File: config.mk
export PLATFORM = sky130hd
export DESIGN_NAME = snow64_mem_access_arbiter
export DESIGN_NICKNAME = d
export VERILOG_FILES = /design/src/rtl/snow64_mem_access_arbiter_pkg.sv /design/src/rtl/snow64_rr_picker_2.sv /design/src/rtl/snow64_mem_access_arbiter.sv
export SDC_FILE = /design/constraint.sdc
export NUM_CORES = 2
export LEC_CHECK = 0
export CAP_MARGIN = 20
export CORE_AREA = 2 2 576 578
export CTS_BUF_LIST = sky130_fd_sc_hd__clkbuf_4 sky130_fd_sc_hd__clkbuf_8 sky130_fd_sc_hd__clkbuf_16
export DETAILED_ROUTE_END_ITERATION = 7
export DIE_AREA = 0 0 578 580
export PLACE_DENSITY_LB_ADDON = 0.08
export SLEW_MARGIN = 10
export SYNTH_ARGS = -nofsm -noshare
export SYNTH_HDL_FRONTEND = slang
export SYNTH_SLANG_ARGS = --single-unit
File: constraint.sdc
create_clock -name clk -period 3.9 [get_ports clk]
set_input_delay 0.585 -clock clk [delete_from_list [all_inputs] [get_ports clk]]
set_output_delay 0.585 -clock clk [all_outputs]
set_load 0.01 [all_outputs]
File: src/rtl/snow64_mem_access_arbiter_pkg.sv
// snow64_mem_access_arbiter_pkg: shared widths, FSM/requester enums and the
// latched memory-command and per-cache result records.
package snow64_mem_access_arbiter_pkg;
   localparam int LINE_WIDTH = 256;
   localparam int ADDR_WIDTH = 64;
   typedef enum logic [1:0] {ST_IDLE, ST_BUSY, ST_DONE} state_e;
   typedef enum logic {REQ_ICACHE, REQ_DCACHE} requester_e;
   typedef struct packed {
      logic [ADDR_WIDTH-1:0] addr;
      logic                  we;
      logic [LINE_WIDTH-1:0] wdata;
   } mem_cmd_t;
   typedef struct packed {
      logic                  valid;
      logic [LINE_WIDTH-1:0] data;
   } port_out_t;
endpackage

File: src/rtl/snow64_rr_picker_2.sv
// snow64_rr_picker_2: two-way round-robin pick; on a tie the side that did
// not win last time is chosen.
module snow64_rr_picker_2
   import snow64_mem_access_arbiter_pkg::*;
(
   input  logic       req_icache_i,
   input  logic       req_dcache_i,
   input  requester_e last_grant_i,
   output requester_e grant_o,
   output logic       any_grant_o
);
   assign any_grant_o = req_icache_i | req_dcache_i;
   assign grant_o = (req_icache_i & req_dcache_i)
                    ? ((last_grant_i == REQ_ICACHE) ? REQ_DCACHE : REQ_ICACHE)
                    : (req_icache_i ? REQ_ICACHE : REQ_DCACHE);
endmodule

File: src/rtl/snow64_mem_access_arbiter.sv
// snow64_mem_access_arbiter: shares one memory port between the icache and
// dcache, one transaction in flight, results returned as 1-cycle pulses.
module snow64_mem_access_arbiter
   import snow64_mem_access_arbiter_pkg::*;
(
   input  logic                  clk,
   input  logic                  rst,
   input  logic                  in_icache_req,
   input  logic [ADDR_WIDTH-1:0] in_icache_addr,
   output logic                  out_icache_valid,
   output logic [LINE_WIDTH-1:0] out_icache_data,
   input  logic                  in_dcache_req,
   input  logic [ADDR_WIDTH-1:0] in_dcache_addr,
   input  logic                  in_dcache_we,
   input  logic [LINE_WIDTH-1:0] in_dcache_wdata,
   output logic                  out_dcache_valid,
   output logic [LINE_WIDTH-1:0] out_dcache_data,
   output logic                  out_mem_req,
   output logic [ADDR_WIDTH-1:0] out_mem_addr,
   output logic                  out_mem_we,
   output logic [LINE_WIDTH-1:0] out_mem_wdata,
   input  logic                  in_mem_valid,
   input  logic [LINE_WIDTH-1:0] in_mem_rdata
);
   state_e     state_q, state_d;
   requester_e last_q, last_d, owner_q, owner_d, pick;
   mem_cmd_t   cmd_q, cmd_d;
   port_out_t  ic_q, ic_d, dc_q, dc_d;
   logic       mem_req_q, mem_req_d, any;

   snow64_rr_picker_2 u_picker (
      .req_icache_i (in_icache_req),
      .req_dcache_i (in_dcache_req),
      .last_grant_i (last_q),
      .grant_o      (pick),
      .any_grant_o  (any)
   );

   always_comb begin
      state_d   = state_q;
      last_d    = last_q;
      owner_d   = owner_q;
      cmd_d     = cmd_q;
      mem_req_d = mem_req_q;
      ic_d      = '{valid: 1'b0, data: ic_q.data};
      dc_d      = '{valid: 1'b0, data: dc_q.data};
      unique case (state_q)
         ST_IDLE: if (any) begin
            state_d   = ST_BUSY;
            last_d    = pick;
            owner_d   = pick;
            mem_req_d = 1'b1;
            cmd_d     = (pick == REQ_ICACHE)
                        ? mem_cmd_t'{addr: in_icache_addr, we: 1'b0, wdata: '0}
                        : mem_cmd_t'{addr: in_dcache_addr, we: in_dcache_we, wdata: in_dcache_wdata};
         end
         ST_BUSY: if (in_mem_valid) begin
            state_d   = ST_DONE;
            mem_req_d = 1'b0;
            if (owner_q == REQ_ICACHE) ic_d = '{valid: 1'b1, data: in_mem_rdata};
            else dc_d = '{valid: 1'b1, data: cmd_q.we ? '0 : in_mem_rdata};
         end
         // Valid is visible this cycle; skipping arbitration lets the requester drop req.
         ST_DONE: state_d = ST_IDLE;
         default: state_d = ST_IDLE;
      endcase
   end

   always_ff @(posedge clk) begin
      if (rst) begin
         state_q   <= ST_IDLE;
         last_q    <= REQ_DCACHE;
         owner_q   <= REQ_ICACHE;
         cmd_q     <= '0;
         mem_req_q <= 1'b0;
         ic_q      <= '0;
         dc_q      <= '0;
      end else begin
         state_q   <= state_d;
         last_q    <= last_d;
         owner_q   <= owner_d;
         cmd_q     <= cmd_d;
         mem_req_q <= mem_req_d;
         ic_q      <= ic_d;
         dc_q      <= dc_d;
      end
   end

   assign out_mem_req      = mem_req_q;
   assign out_mem_addr     = cmd_q.addr;
   assign out_mem_we       = cmd_q.we;
   assign out_mem_wdata    = cmd_q.wdata;
   assign out_icache_valid = ic_q.valid;
   assign out_icache_data  = ic_q.data;
   assign out_dcache_valid = dc_q.valid;
   assign out_dcache_data  = dc_q.data;
endmodule

# Word level (Yosys, flattened, before mapping)
# Cells that the tools add are included.
[word_totals]
memories = 0
regBits = 840
mem_bits_rw = 0
elab_cells = 40
out_inout_bits = 836
latch_bits = 0
inputBits = 646
rom_bits = 0
[op_classes]
bitwise_logic = 5
n_reduce_logical = 8
muxes = 13
order_cmp = 0
addsub = 0
div_mod_pow = 0
shift = 0
n_eq_ne = 3
multipliers = 0
[ops]
columns = ["operator", "n"]
rows = [
  ["$mux 257", 2],
  ["$mux 321", 1],
  ["$mux 256", 1],
  ["$reduce_and 3->1", 3],
  ["$mux 1", 5],
  ["$mux 2", 2],
  ["$ne 2x2->1 const B", 2],
  ["$pmux 2 s2", 1],
  ["$reduce_and 2->1", 2],
  ["$not 1->1", 3],
  ["$reduce_or 3->1", 1],
  ["$eq 2x1->1 const B", 1],
  ["$logic_not 2->1", 1],
  ["$pmux 1 s2", 1],
  ["$reduce_bool 2->1", 1],
  ["$and 1x1->1", 1],
  ["$or 1x1->1", 1],
]

# Logic depth before layout (Yosys ltp)
[logic_depth]
ltp_word = 3
ltp_mapped = 6
ltp_nobuf = 3

# Hierarchy
# From an unflattened synthesis, not the netlist that was laid out.
[unflattened]
cells_unflattened = 3707
hier_area_um2 = 38607.0
[by_module_without_submodules]
columns = ["mod", "seq_area_each_um2", "cells_each", "instances", "area_each_um2"]
rows = [
  ["snow64_mem_access_arbiter", 16816.1, 3704, 1, 38592.0],
  ["snow64_rr_picker_2", 0.0, 3, 1, 15.0],
]

# Least setup slack after synthesis
# OpenSTA, ideal clock, no wires.
[synth_path]
kind = "input to register"
startpoint = "input port in_icache_req"
endpoint = "register cmd_q, in the netlist out_mem_wdata[135]"
n_path_buf = 2
arrival_time_ns = 1.785
t_required_ns = 3.840
stages = 5
path_slack_ns = 2.055
setup_time_ns = 0.060
path_cell_list = "or2_0 -> a21oi_1 -> clkbuf_1 -> clkbuf_1 -> a22o_1"
[synth_via]
elab_chain_cells = 3
elab_cells_between_ends = 6
cone_classes = "mux: 3; bitwise: 2; reduce/logical: 1"
[synth_lines]
columns = ["element", "line", "rtl"]
rows = [
  ["from (decl)", "snow64_mem_access_arbiter.sv:8", "input logic in_icache_req,"],
  ["$mux 1 or $and 1x1->1 (tied branches)", "snow64_rr_picker_2.sv:15, snow64_rr_picker_2.sv:13", ""],
  ["$mux 1", "snow64_rr_picker_2.sv:14", "? ((last_grant_i == REQ_ICACHE) ? REQ_DCACHE : REQ_ICACHE)"],
  ["$mux 321", "snow64_mem_access_arbiter.sv:54", "? mem_cmd_t'{addr: in_icache_addr, we: 1'b0, wdata: '0}"],
  ["to (signal assigned)", "snow64_mem_access_arbiter.sv:82", "cmd_q <= cmd_d;"],
  ["to (decl)", "snow64_mem_access_arbiter.sv:27", "mem_cmd_t cmd_q, cmd_d;"],
]
# Several ways; a longest one is shown, not always the timed one.
# A chain may end at the register's enable or synchronous reset.

# Final worst setup path
[layout_path]
startpoint = "register ic_q, in the netlist out_icache_data[196]"
endpoint = "output port out_icache_data[196]"
[layout_rtl]
columns = ["element", "line", "rtl"]
rows = [
  ["from (decl)", "snow64_mem_access_arbiter.sv:28", "port_out_t ic_q, ic_d, dc_q, dc_d;"],
  ["from (signal assigned)", "snow64_mem_access_arbiter.sv:84", "ic_q <= ic_d;"],
  ["to (decl)", "snow64_mem_access_arbiter.sv:11", "output logic [LINE_WIDTH-1:0] out_icache_data,"],
]
# No word-level cell between the ends.

==> impl_metrics.py <==
metrics = {
    "run_status": {
        "status": "completed",
    },
    "clock_tree": {
        "post-cts-setup-buffers": 0,
        "clk_latency_ps": 770,
        "clk_pin_slew_ps": 50,
        "cts_hold_buf": 0,
        "clockBufferDepth": 4,
        "root_buffer": "clkbuf_16",
        "clkSinkCount": 840,
        "cts_tree": "built",
        "cts-resized-gates": 0,
        "htree_levels": 4,
        "cts_inserted_buffers": 135,
    },
    "worst_setup_path": {
        "cp_slowest_stage_delay_ps": 690,
        "worstReg2RegStart": "state_q[1]",
        "crit_path_top_delay_cell": "dfxtp_1",
        "path_cells": "clkdlybuf4s50_1",
        "path_buf_inv": 1,
        "critPathCaptureType": "output pin",
        "worst_ep_required_time_ps": 3310,
        "r2r-end": "out_mem_wdata[224]",
        "crit_fanout": 2,
        "r2r_cells": 5,
        "cp-start-kind": "register",
        "cp_top_family": "flip-flops",
        "crit_type": "reg2out",
        "worstPathArrival_ps": 2140,
        "ff2ff_setup_slack_ps": 1560,
    },
    "placement": {
        "routabilityCongestion": 0.8346,
        "place_inst": 8834,
        "portBuffers": 1481,
        "dp_hpwl_mm": 174.9,
    },
    "die": {
        "dieHeight_um": 580,
        "rows": 211,
        "die_x_um": 578,
        "start_util": 0.08954,
        "coreArea_mm2": 0.3292,
        "dieArea_mm2": 0.3352,
        "num_io_pins": 1482,
    },
    "final_layout": {
        "drive_gt1_frac": 0.06664,
        "fin_cells": 9085,
        "mostFrequentLayoutCell": "clkdlybuf4s50_1",
        "final_cell_mix": "clkdlybuf4s50_1, dfxtp_1, nand2_1",
        "syn_to_final_growth_pct": 82.38,
        "final_util": 0.1633,
        "final_nets": 5251,
    },
    "detailed_routing": {
        "vias": 30020,
        "wl_per_cell_um": 25.54,
        "drcViolationCount": 0,
        "drt_wl_total_mm": 232.1,
        "drt_iter0_markers": 1324,
        "vias_per_cell": 3.304,
        "drt_first_pass_iters": 5,
        "drtAntennaViolNets": 0,
    },
    "synthesis": {
        "ys_seq_area_frac": 0.5705,
        "synth_mux_area_frac": 0,
        "syn_area_mm2": 0.02948,
        "synthSimpleGateAreaFrac": 0.1787,
        "synth_top_family_by_area": "compound AO/OA/AOI/OAI gates",
        "synthCells": 3231,
        "yosysWarnings": 0,
        "synthAdderAreaFrac": 0,
        "post_synth_num_cell_types": 28,
        "synth_xor_area_frac": 0,
        "async_flop_share": 0,
        "synth_compound_area_frac": 0.2055,
        "synth_edf_count": 0,
        "synth_ff_type": "dfxtp_1",
        "syn_nets": 3877,
        "synth-seq-cells": 840,
        "synth.avg_cell_area_um2": 9.123,
    },
    "timing": {
        "worstMarginPinSlew_ps": 949.3,
        "rsz0062_at_grt": "no",
        "fmax_mhz": 366.9,
        "min_period_over_period": 0.6988,
        "timing.setup.tns_ps": 0,
        "finalSetupViolations": 0,
        "finalHoldViolCount": 0,
        "period_minus_slack_ps": 2725,
        "clock_skew_ps": 25.79,
        "drv_slew": 0,
        "slew_headroom": 0.3671,
    },
    "hold_path": {
        "min_from": "rst",
        "hold_path.class": "in2reg",
        "hold_path_end": "out_icache_data[127]",
        "holdPathStages": 2,
    },
    "pwr": {
        "p_leak_nw": 17.46,
        "peakVddDrop_uv": 271.6,
        "power_density_mw_per_mm2": 461.2,
    },
    "flow_run": {
        "cap_viol_max_count": 0,
    },
    "global_routing": {
        "grt_max_degree": 137,
        "antenna_found_initial": 102,
        "grt_first_pass_wirelength_mm": 303.4,
        "grtUsageTotal": 0.1327,
        "grt_overflow": 0,
        "grt_pass1_vias": 30850,
    },
}
sequential cells by signal, indices dropped and copies added (netlist names):
register	flops
out_dcache_valid	1
last_q	1
state_q	2
out_icache_data	256
owner_q	1
out_mem_wdata	256
out_dcache_data	256
out_mem_we	1
out_icache_valid	1
out_mem_req	1
out_mem_addr	64
layer usage:
metal,global-route usage,routed length [um],vias to the layer above,share of wire
li1,-,-,14060,-
met1,0.1550,94360,14400,0.41
met2,0.2163,106600,1209,0.46
met3,0.06440,25720,303,0.11
met4,0.03141,5064,46,0.022
met5,0,304,-,0.0013
logic make-up after synthesis:
kind of cell / Yosys count
AND/OR/NAND/NOR: 1108
AO/OA/AOI/OAI: 968
buffers and inverters: 315
flip-flops: 840
worst max-delay path by stage:
stage,startpoint,endpoint,slack [ps],cells after the start
after CTS,out_mem_we,out_mem_we,1040,1
after floorplan,in_icache_req,out_mem_wdata[135],2060,5
after global routing,out_mem_we,out_mem_we,1060,1
final,out_icache_data[196],out_icache_data[196],1170,1
after detailed placement,in_mem_valid,out_icache_data[167],1060,6
after global placement,in_dcache_req,out_mem_wdata[191],1060,6
layout make-up:
cell class	count	area (um^2)
Tap cell	4366	5463
Timing Repair Buffer	1550	15670
Sequential cell	840	16820
Clock inverter	26	295.3
Antenna cell	22	55.05
Multi-Input combinational cell	2076	11400
Clock buffer	203	4055
Inverter	2	7.507
Fill cell	36850	275500
cell usage after synthesis, drive strengths merged (2+ instances only):
master	count	share of area
nand2	770	0.098
nor2	4	0.00051
nand3	64	0.011
a22o	257	0.076
a21oi	581	0.099
clkbuf	214	0.027
buf	99	0.018
dfxtp	840	0.57
nand3b	257	0.065
or2	2	0.00042
o21ai	65	0.011
a311oi	64	0.019
inv	2	0.00025
report_power, final:
| group | switching (W) | internal [W] |
|---|---|---|
| clock | 0.00483 | 0.00745 |
| combinational | 0.00169 | 0.00159 |
| sequential | 0.000265 | 0.00897 |
stage by stage:
stage / area, um^2 / hold slack, ps / power [W] / setup slack, ps
2_1_floorplan: 29480 / 464.7 / 0.01040 / 2055
3_3_place_gp: 49350 / 438.1 / 0.01282 / 1060
3_5_place_dp: 49350 / 442.7 / 0.01280 / 1057
4_1_cts: 53700 / 197.9 / 0.02562 / 1036
5_1_grt: 53720 / 245.0 / 0.02602 / 1058
6_report: 53760 / 270.5 / 0.02479 / 1175
Note: power is estimated with default switching activity, not from simulation.
